[src/rtl/frame_loader.sv]
// frame_loader: packs 9-bit RGB333 pixels six-per-word and writes one full
// frame into the back RAM bank of the HUB75 driver on each requireData toggle.
`default_nettype none

module frame_loader #(
  parameter int FRAME_WORDS = 3360,
  parameter int ADDR_W      = 12
) (
  input  logic              i_clk,
  input  logic              i_rst_n,
  input  logic              i_require_data,
  input  logic [8:0]        i_pix_data,
  input  logic              i_pix_valid,
  output logic              o_pix_ready,
  output logic              o_wr,
  output logic              o_we,
  output logic [ADDR_W-1:0] o_addr_write,
  output logic [53:0]       o_data_line1,
  output logic [53:0]       o_data_line2,
  output logic              o_busy,
  output logic              o_frame_done,
  output logic              o_overrun
);

  typedef enum logic [1:0] {S_IDLE, S_FILL, S_WRITE, S_DONE} state_t;

  localparam logic [ADDR_W-1:0] LAST_ADDR = ADDR_W'(FRAME_WORDS - 1);

  state_t              state_q, state_d;
  logic                sync1_q, sync2_q, dly_q, req_evt_q;
  logic                pend_q, pend_d;
  logic                wr_q, wr_d;
  logic [ADDR_W-1:0]   addr_q, addr_d;
  logic [ADDR_W-1:0]   addr_out_q, addr_out_d;
  logic [2:0]          k_q, k_d;
  logic [53:0]         pack_q, pack_d;
  logic [53:0]         line1_q, line1_d;
  logic [53:0]         line2_q, line2_d;
  logic                accept;

  always_ff @(posedge i_clk or negedge i_rst_n) begin
    if (!i_rst_n) begin
      sync1_q    <= 1'b0;
      sync2_q    <= 1'b0;
      dly_q      <= 1'b0;
      req_evt_q  <= 1'b0;
      pend_q     <= 1'b0;
      state_q    <= S_IDLE;
      wr_q       <= 1'b0;
      addr_q     <= '0;
      addr_out_q <= '0;
      k_q        <= 3'd0;
      pack_q     <= '0;
      line1_q    <= '0;
      line2_q    <= '0;
    end else begin
      sync1_q    <= i_require_data;
      sync2_q    <= sync1_q;
      dly_q      <= sync2_q;
      req_evt_q  <= sync2_q ^ dly_q;
      pend_q     <= pend_d;
      state_q    <= state_d;
      wr_q       <= wr_d;
      addr_q     <= addr_d;
      addr_out_q <= addr_out_d;
      k_q        <= k_d;
      pack_q     <= pack_d;
      line1_q    <= line1_d;
      line2_q    <= line2_d;
    end
  end

  // A request arriving in the same cycle as a pixel restarts the frame, so
  // ready is withheld then to keep the source from losing that pixel.
  assign accept = (state_q == S_FILL) && !req_evt_q && i_pix_valid;

  always_comb begin
    pack_d = pack_q;
    if (accept) begin
      case (k_q)
        3'd0:    pack_d[17:9]  = i_pix_data;
        3'd1:    pack_d[8:0]   = i_pix_data;
        3'd2:    pack_d[35:27] = i_pix_data;
        3'd3:    pack_d[26:18] = i_pix_data;
        3'd4:    pack_d[53:45] = i_pix_data;
        default: pack_d[44:36] = i_pix_data;
      endcase
    end
  end

  always_comb begin
    state_d      = state_q;
    pend_d       = 1'b0;
    wr_d         = wr_q;
    addr_d       = addr_q;
    addr_out_d   = addr_out_q;
    k_d          = k_q;
    line1_d      = line1_q;
    line2_d      = line2_q;
    o_pix_ready  = 1'b0;
    o_we         = 1'b0;
    o_busy       = 1'b0;
    o_frame_done = 1'b0;
    o_overrun    = 1'b0;
    case (state_q)
      S_IDLE: begin
        if (req_evt_q || pend_q) begin
          wr_d    = ~wr_q;
          addr_d  = '0;
          k_d     = 3'd0;
          state_d = S_FILL;
        end
      end
      S_FILL: begin
        o_busy      = 1'b1;
        o_pix_ready = !req_evt_q;
        if (req_evt_q) begin
          o_overrun = 1'b1;
          wr_d      = ~wr_q;
          addr_d    = '0;
          k_d       = 3'd0;
        end else if (accept) begin
          k_d = k_q + 3'd1;
          if (k_q == 3'd5) begin
            state_d    = S_WRITE;
            addr_out_d = addr_q;
            if (wr_q) line1_d = pack_d;
            else      line2_d = pack_d;
          end
        end
      end
      S_WRITE: begin
        o_busy = 1'b1;
        o_we   = 1'b1;
        if (req_evt_q) begin
          o_overrun = 1'b1;
          wr_d      = ~wr_q;
          addr_d    = '0;
          k_d       = 3'd0;
          state_d   = S_FILL;
        end else if (addr_q == LAST_ADDR) begin
          state_d = S_DONE;
        end else begin
          addr_d  = addr_q + 1'b1;
          k_d     = 3'd0;
          state_d = S_FILL;
        end
      end
      default: begin
        o_busy       = 1'b1;
        o_frame_done = 1'b1;
        pend_d       = req_evt_q;
        state_d      = S_IDLE;
      end
    endcase
  end

  assign o_wr         = wr_q;
  assign o_addr_write = addr_out_q;
  assign o_data_line1 = line1_q;
  assign o_data_line2 = line2_q;

endmodule

`default_nettype wire

[config.mk]
export PLATFORM = sky130hd
export DESIGN_NAME = frame_loader
export DESIGN_NICKNAME = d
export VERILOG_FILES = /design/src/rtl/frame_loader.sv
export SDC_FILE = /design/constraint.sdc
export NUM_CORES = 1
export LEC_CHECK = 0
export ABC_CLOCK_PERIOD_IN_PS = 2470
export BUFFER_PORTS_ARGS = -buffer_cell sky130_fd_sc_hd__buf_2
export CORE_MARGIN = 2
export CORE_UTILIZATION = 35
export CTS_CLUSTER_DIAMETER = 150
export CTS_CLUSTER_SIZE = 28
export DETAILED_ROUTE_END_ITERATION = 8
export MAX_ROUTING_LAYER = met4
export SLEW_MARGIN = 5
export SYNTH_ARGS = -nofsm -noshare
export SYNTH_HDL_FRONTEND = slang
export SYNTH_SLANG_ARGS = --single-unit
[constraint.sdc]
create_clock -name i_clk -period 2.47 [get_ports i_clk]
set_clock_uncertainty 0.05 [all_clocks]
set_input_delay 0.1235 -clock i_clk [delete_from_list [all_inputs] [get_ports i_clk]]
set_output_delay 0.1235 -clock i_clk [all_outputs]
set_load 0.01 [all_outputs]
==> results_dict.tcl, run 1 <==
set metrics [dict create \
    timing.final.hold_violations 0 \
    path_clk_slew_ns 0.07 \
    crit_path_end_kind "flop" \
    p_leak_nw 5.21 \
    startpoint_type "flop" \
    finalCriticalPeriod_ns 2.25 \
    num_rows 55 \
    root_buffer "clkbuf_16" \
    powerDensity_nw_per_um2 774 \
    worst_pin_slew_ns 0.676 \
    wl_per_cell_um 18.6 \
    path_delay_family "multiplexers" \
    reg2regPathDepth 6 \
    crit_fanout 9 \
    setup_viol 0 \
    die_width_um 155 \
    r2r_end "o_data_line1[38]" \
    hold_class "input port to flop" \
    io_buffers 138 \
    num_vias 4841 \
    grt_max_degree 75 \
    syn_area_um2 8020 \
    yosys_warnings 0 \
    critical-path-top-cell-by-count "mux2_2" \
    avgSynthCellArea_um2 14.9 \
    crit-reg2reg-launch "state_q[1]" \
    critical_path_depth 6 \
    drt-total-wl_um 18300 \
    cp_num_buf_inv 1 \
    insertion_delay_ns 0.43 \
    rsz0062_at_grt "no" \
    place_area_um2 9080 \
    drive_above_1_share 0.487 \
    synth_flop_cell "dfrtp_1" \
    startpoint "state_q[1]" \
    total_power_mw 7.48 \
    relSlewSlack 0.549 \
    final_common_cell "dfrtp_1" \
    diodes 0 \
    route.detailed.drc 0 \
    fin_crit_sh 0.909 \
    cts_sinks 197 \
    pre_cts_ws_ns 0.0488 \
    tns_ns 0 \
    floorplan.initialDensity 0.355 \
    gr-total-overflow 0 \
    core_um2 22600 \
    cp_slowest_cell "dfrtp_1" \
    cap_violations 0 \
    syn_nets 561 \
    numCtsBuffers 17 \
    fin_cells 985 \
    holdPathStages 3 \
    io_pins 139 \
    critPathKind "flop to flop" \
    worstPathArrival_ns 2.50 \
    grt_first_pass_wirelength_um 29500 \
    cp.required_ns 2.72 \
    nNetsFinal 711 \
    drt_first_iter_violations 198 \
    critPathMaxStageDelay_ns 0.40 \
    viasPerCell 4.91 \
    cts_tree "built" \
    ant_nets 0 \
    area.growth.synth_to_final_pct 20.6 \
    synth.distinct_cells 49 \
    finalWorstSetupSlack_ns 0.225 \
    grt_pass1_vias 5181 \
    peakVddDrop_uv 532 \
    syn_inst 538 \
    place.gp.congestion 0.785 \
    ys_ff_latch 197 \
    die_h_um 155 \
    reg2reg_slack_ns 0.22 \
    final_area_um2 9670 \
    slew_viol_final 0 \
    grt_usage 0.163 \
    dr.pass1.iters 6 \
    layout_common_cells "dfrtp_1 (197), buf_2 (137), mux2_2 (104)" \
    dp_hpwl_um 12700 \
    h-tree-depth 4 \
    async_flop_share 1.00 \
    synth_edf_count 0 \
    cts_buffer_depth 2 \
    endpoint "o_data_line1[38]" \
    dp_cells 952 \
    status "finished, final reports clean" \
    synth_seq_area_share 0.615 \
    antenna_found_initial 0 \
    max_freq_mhz 445 \
    dieArea_um2 24100 \
    crit_path_cell_trace "inv_1 > ha_1 > nor2b_2 > o2111ai_4 > mux2_2 > mux2_2" \
]
registers in the layout, indices dropped and copies added, names as in the netlist:
name and cells:
sync2_q 1, req_evt_q 1, o_wr 1, o_data_line2 54, sync1_q 1, o_addr_write 12
pend_q 1, state_q 2, pack_q 54, addr_q 12, o_data_line1 54, k_q 3
dly_q 1
worst min-delay path: stages:
cell,delay [ns]
buf_2,0.14
nand4_1,0.13
o21bai_1,0.08
cell usage after synthesis, types with 3 or more instances:
library cell  number  share of area
a21oi_1           12         0.0075
and2_1             3         0.0023
and3_1             3         0.0023
and4_1             4         0.0044
buf_1              3         0.0014
buf_2             11         0.0069
buf_6              7         0.0098
dfrtp_1          197           0.61
ha_1              10          0.016
inv_1             18         0.0084
mux2_2           104           0.15
mux2_4            42          0.079
mux2i_1           11          0.014
nand2_1           15         0.0070
nand2_2            3         0.0023
nand2b_1           4         0.0031
nand3_1            6         0.0037
nand4_1            5         0.0039
nor2_1            13         0.0061
nor2b_1            3         0.0023
o21ai_0           14         0.0087
o31ai_1           12          0.011
stage by stage:
| stage | utilization | hold WS, ns |
|---|---|---|
| after floorplan | - | -0.222 |
| after global routing | 0.429 | 0.0747 |
| final | 0.429 | 0.0573 |
| after global placement | 0.402 | 0.129 |
| after detailed placement | 0.402 | 0.140 |
| after CTS | 0.428 | 0.0276 |
area by class of cell:
cell class,count,area (um2)
fill,2083,12900
tap,285,357
clock buffer,17,425
multi-input combinational,299,2870
timing repair buffer,155,882
inverter,18,67.6
sequential,197,4930
clock inverter,14,143
metal layers:
layer	track usage	part of all wire
met4	0.0354	0.0066
met3	0.0479	0.064
met1	0.212	0.45
met2	0.255	0.48
met5	-	0
power breakdown:
| part | total (mW) | switching [mW] | internal (mW) |
|---|---|---|---|
| Clock | 2.68 | 1.26 | 1.42 |
| Sequential | 3.66 | 0.117 | 3.54 |
| Combinational | 1.15 | 0.672 | 0.478 |
| Total | 7.48 | 2.05 | 5.44 |
cell families after synthesis:
group | share of synthesized area
buffers and inverters | 0.0284
AND/OR/NAND/NOR | 0.0530
AO/OA/AOI/OAI | 0.0477
multiplexers | 0.238
adder cells (fa/ha/maj) | 0.0156
XOR/XNOR | 0.00218
flip-flops | 0.615
how the worst min path moves through the flow:
stage | from | end | slack [ns]
after floorplan | i_rst_n | addr_q[0] | -0.22
after global placement | i_rst_n | o_addr_write[3] | 0.13
after detailed placement | i_rst_n | o_addr_write[4] | 0.14
after CTS | i_pix_valid | k_q[0] | 0.03
after global routing | i_pix_valid | k_q[0] | 0.07
final | i_pix_valid | k_q[0] | 0.06
timing repair:
item / CTS / global route
buffers inserted: 0 / 0
resized for setup: 0 / 1
hold buffers: 2 / 0
endpoints found under the hold margin: 70 / 0
setup endpoints to repair: 0 / 19
Note: power is estimated with default switching activity, not from simulation.
==> run 2, diff against run 1 <==
Settings changed: ABC_AREA from default to 1.
==> results_dict.tcl, run 2 <==
set metrics [dict create \
    status "finished, final reports clean" \
    crit_path_cell_trace "inv_1 > ha_1 > nand2_2 > nor2_8 > nand2_1 > o21ai_0 > nand2_1 > nand2_1" \
    drive_above_1_share 0.198 \
    use_met2 0.283 \
    antenna_found_initial 1 \
    place.gp.congestion 0.800 \
    setup_viol 0 \
    synth_edf_count 0 \
    seq_power_share 0.473 \
    grt-busiest-layer "met2" \
    combPwrFrac 0.157 \
    crit_path_end_kind "flop" \
    synthMuxAreaShare 0 \
    peakVddDrop_uv 414 \
    critPathKind "flop to flop" \
    ys_ff_latch 197 \
    fillers 2265 \
    switchingPower_mw 2.32 \
    clkPwrFrac 0.371 \
    synth_top_family_by_area "simple AND/OR/NAND/NOR gates" \
    layout_common_cells "nand2_1 (375), dfrtp_1 (197), buf_2 (137)" \
    ant_nets 0 \
    grt_first_pass_wirelength_um 33200 \
    drt-total-wl_um 20200 \
    cap_violations 0 \
    crit_fanout 18 \
    synth_flop_cell "dfrtp_1" \
    synthXorXnorAreaFrac 0.00552 \
    yosysTopAreaCell "dfrtp_1" \
    hold_class "input port to flop" \
    grt_usage 0.182 \
    grt_max_degree 88 \
    num_vias 6113 \
    insertion_delay_ns 0.43 \
    critPathMaxStageDelay_ns 0.51 \
    yosys_warnings 0 \
    h-tree-depth 4 \
    p_leak_nw 5.39 \
    final_util 0.433 \
    avgSynthCellArea_um2 9.20 \
    grt_pass1_vias 5948 \
    path_clk_slew_ns 0.07 \
    cts_sinks 197 \
    place_area_um2 8980 \
    syn_area_um2 7930 \
    finalCriticalPeriod_ns 2.17 \
    syn_inst 862 \
    dieArea_um2 23900 \
    synth_top_area_share 0.622 \
    area.growth.synth_to_final_pct 22.5 \
    cts_resized 0 \
    synthSimpleGateAreaFrac 0.230 \
    worst_pin_slew_ns 0.745 \
    dp_hpwl_um 13800 \
    cp_slowest_cell "o21ai_0" \
    dp_cells 1270 \
    viasPerCell 4.65 \
    io_buffers 138 \
    startpoint_type "flop" \
    fin_cells 1314 \
    slew_viol_final 0 \
    floorplan.initialDensity 0.353 \
    critical-path-top-cell-by-count "nand2_1" \
    grt_use_met1 0.243 \
    rsz0062_at_grt "no" \
    die_h_um 155 \
    die_width_um 155 \
    final_common_cell "nand2_1" \
    root_buffer "clkbuf_16" \
    max_freq_mhz 461 \
    grtUsageMet3 0.0373 \
    synth_seq_area_share 0.622 \
    ys_top_cells_by_area "dfrtp_1 (62%), nand2_1 (18%), o21ai_0 (3.6%)" \
    cts_buffer_depth 2 \
    gr-total-overflow 0 \
    drt_first_iter_violations 342 \
    synth_compound_area_frac 0.0775 \
    syn_nets 885 \
    wl_per_cell_um 15.3 \
    io_pins 139 \
    numCtsBuffers 17 \
    synthTopCellsByCount "nand2_1 (375), dfrtp_1 (197), inv_1 (59)" \
    synth.distinct_cells 28 \
    nNetsFinal 1038 \
    power.share.switching 0.298 \
    final_area_um2 9720 \
    reg2reg_slack_ns 0.30 \
    timing.final.hold_violations 0 \
    route.detailed.drc 0 \
    synth.most_common_cell "nand2_1" \
    cts_tree "built" \
    async_flop_share 1.00 \
    worstPathArrival_ns 2.48 \
    dr.pass1.iters 5 \
    fin_crit_sh 0.877 \
    synthAdderAreaFrac 0.0158 \
    num_rows 55 \
    core_um2 22400 \
    relSlewSlack 0.503 \
    power.internal_mw 5.46 \
    cp.required_ns 2.79 \
    tns_ns 0 \
    powerDensity_nw_per_um2 801 \
]
run 2: path summary, 6_finish.rpt:
| path | cells after the start | endpoint | from |
|---|---|---|---|
| min in group asynchronous | 2 | o_data_line2[45] | i_rst_n |
| worst min register to register | 0 | sync2_q | sync1_q |
| worst min-delay path | 4 | k_q[0] | i_pix_valid |
| worst max register to register | 8 | o_data_line1[19] | state_q[1] |
| worst max-delay path | 8 | o_data_line1[19] | state_q[1] |
| max in group asynchronous | 3 | o_data_line1[2] | i_rst_n |
run 2: final cells by class:
class / instances / area (um2) / share of cell area
timing repair buffer: 163 / 952 / 0.0980
clock inverter: 15 / 195 / 0.0201
antenna: 1 / 2.50 / 0.000258
clock buffer: 17 / 425 / 0.0438
sequential: 197 / 4930 / 0.507
multi-input combinational: 571 / 2610 / 0.269
tap: 285 / 357 / 0.0367
inverter: 65 / 244 / 0.0251
run 2: worst max-delay path: cells and delay by family, from the launching register on:
kind / cells / cell delay, ns
fa+ha+maj: 1 / 0.20
simple gates: 5 / 0.83
compound gates: 1 / 0.51
flops: 1 / 0.42
buf+inv: 1 / 0.09
run 2: metrics by stage:
step	setup WS [ns]	hold WS (ns)	power (mW)
floorplan	0.714	-0.222	4.56
global placement	0.395	0.182	4.93
detailed placement	0.348	0.185	4.97
CTS	0.268	0.221	7.89
global route	0.0368	0.269	8.25
finish	0.303	0.231	7.79
run 2: logic make-up (layout without fill, tap and decap cells):
| kind of cell | after synthesis | after routing |
|---|---|---|
| and+or+nand+nor | 439 | 439 |
| DFF | 197 | 197 |
| AOI/OAI and AO/OA | 117 | 117 |
| buffers and inverters | 94 | 260 |
| adders and majority gates | 10 | 10 |
| xor gates and xnor gates | 5 | 5 |
| other | 0 | 1 |
run 2: layer usage:
layer  up-vias  share of wire
met5         -              0
met4         0          0.020
met3        26          0.045
met2       130           0.48
met1      2946           0.46
li1       3011              -
run 2: power by group through the flow:
| stage | logic (mW) | clock network, mW | registers (mW) |
|---|---|---|---|
| CTS | 1.24 | 2.97 | 3.68 |
| global route | 1.42 | 3.11 | 3.72 |
| detailed placement | 1.22 | 0 | 3.75 |
| floorplan | 0.838 | 0 | 3.72 |
| finish | 1.22 | 2.89 | 3.68 |
| global placement | 1.20 | 0 | 3.73 |
run 2: what timing repair did:
action	in CTS	in global routing
setup endpoints to repair	0	0
hold buffers	11	0
setup buffers	0	0
hold endpoints to repair	91	0
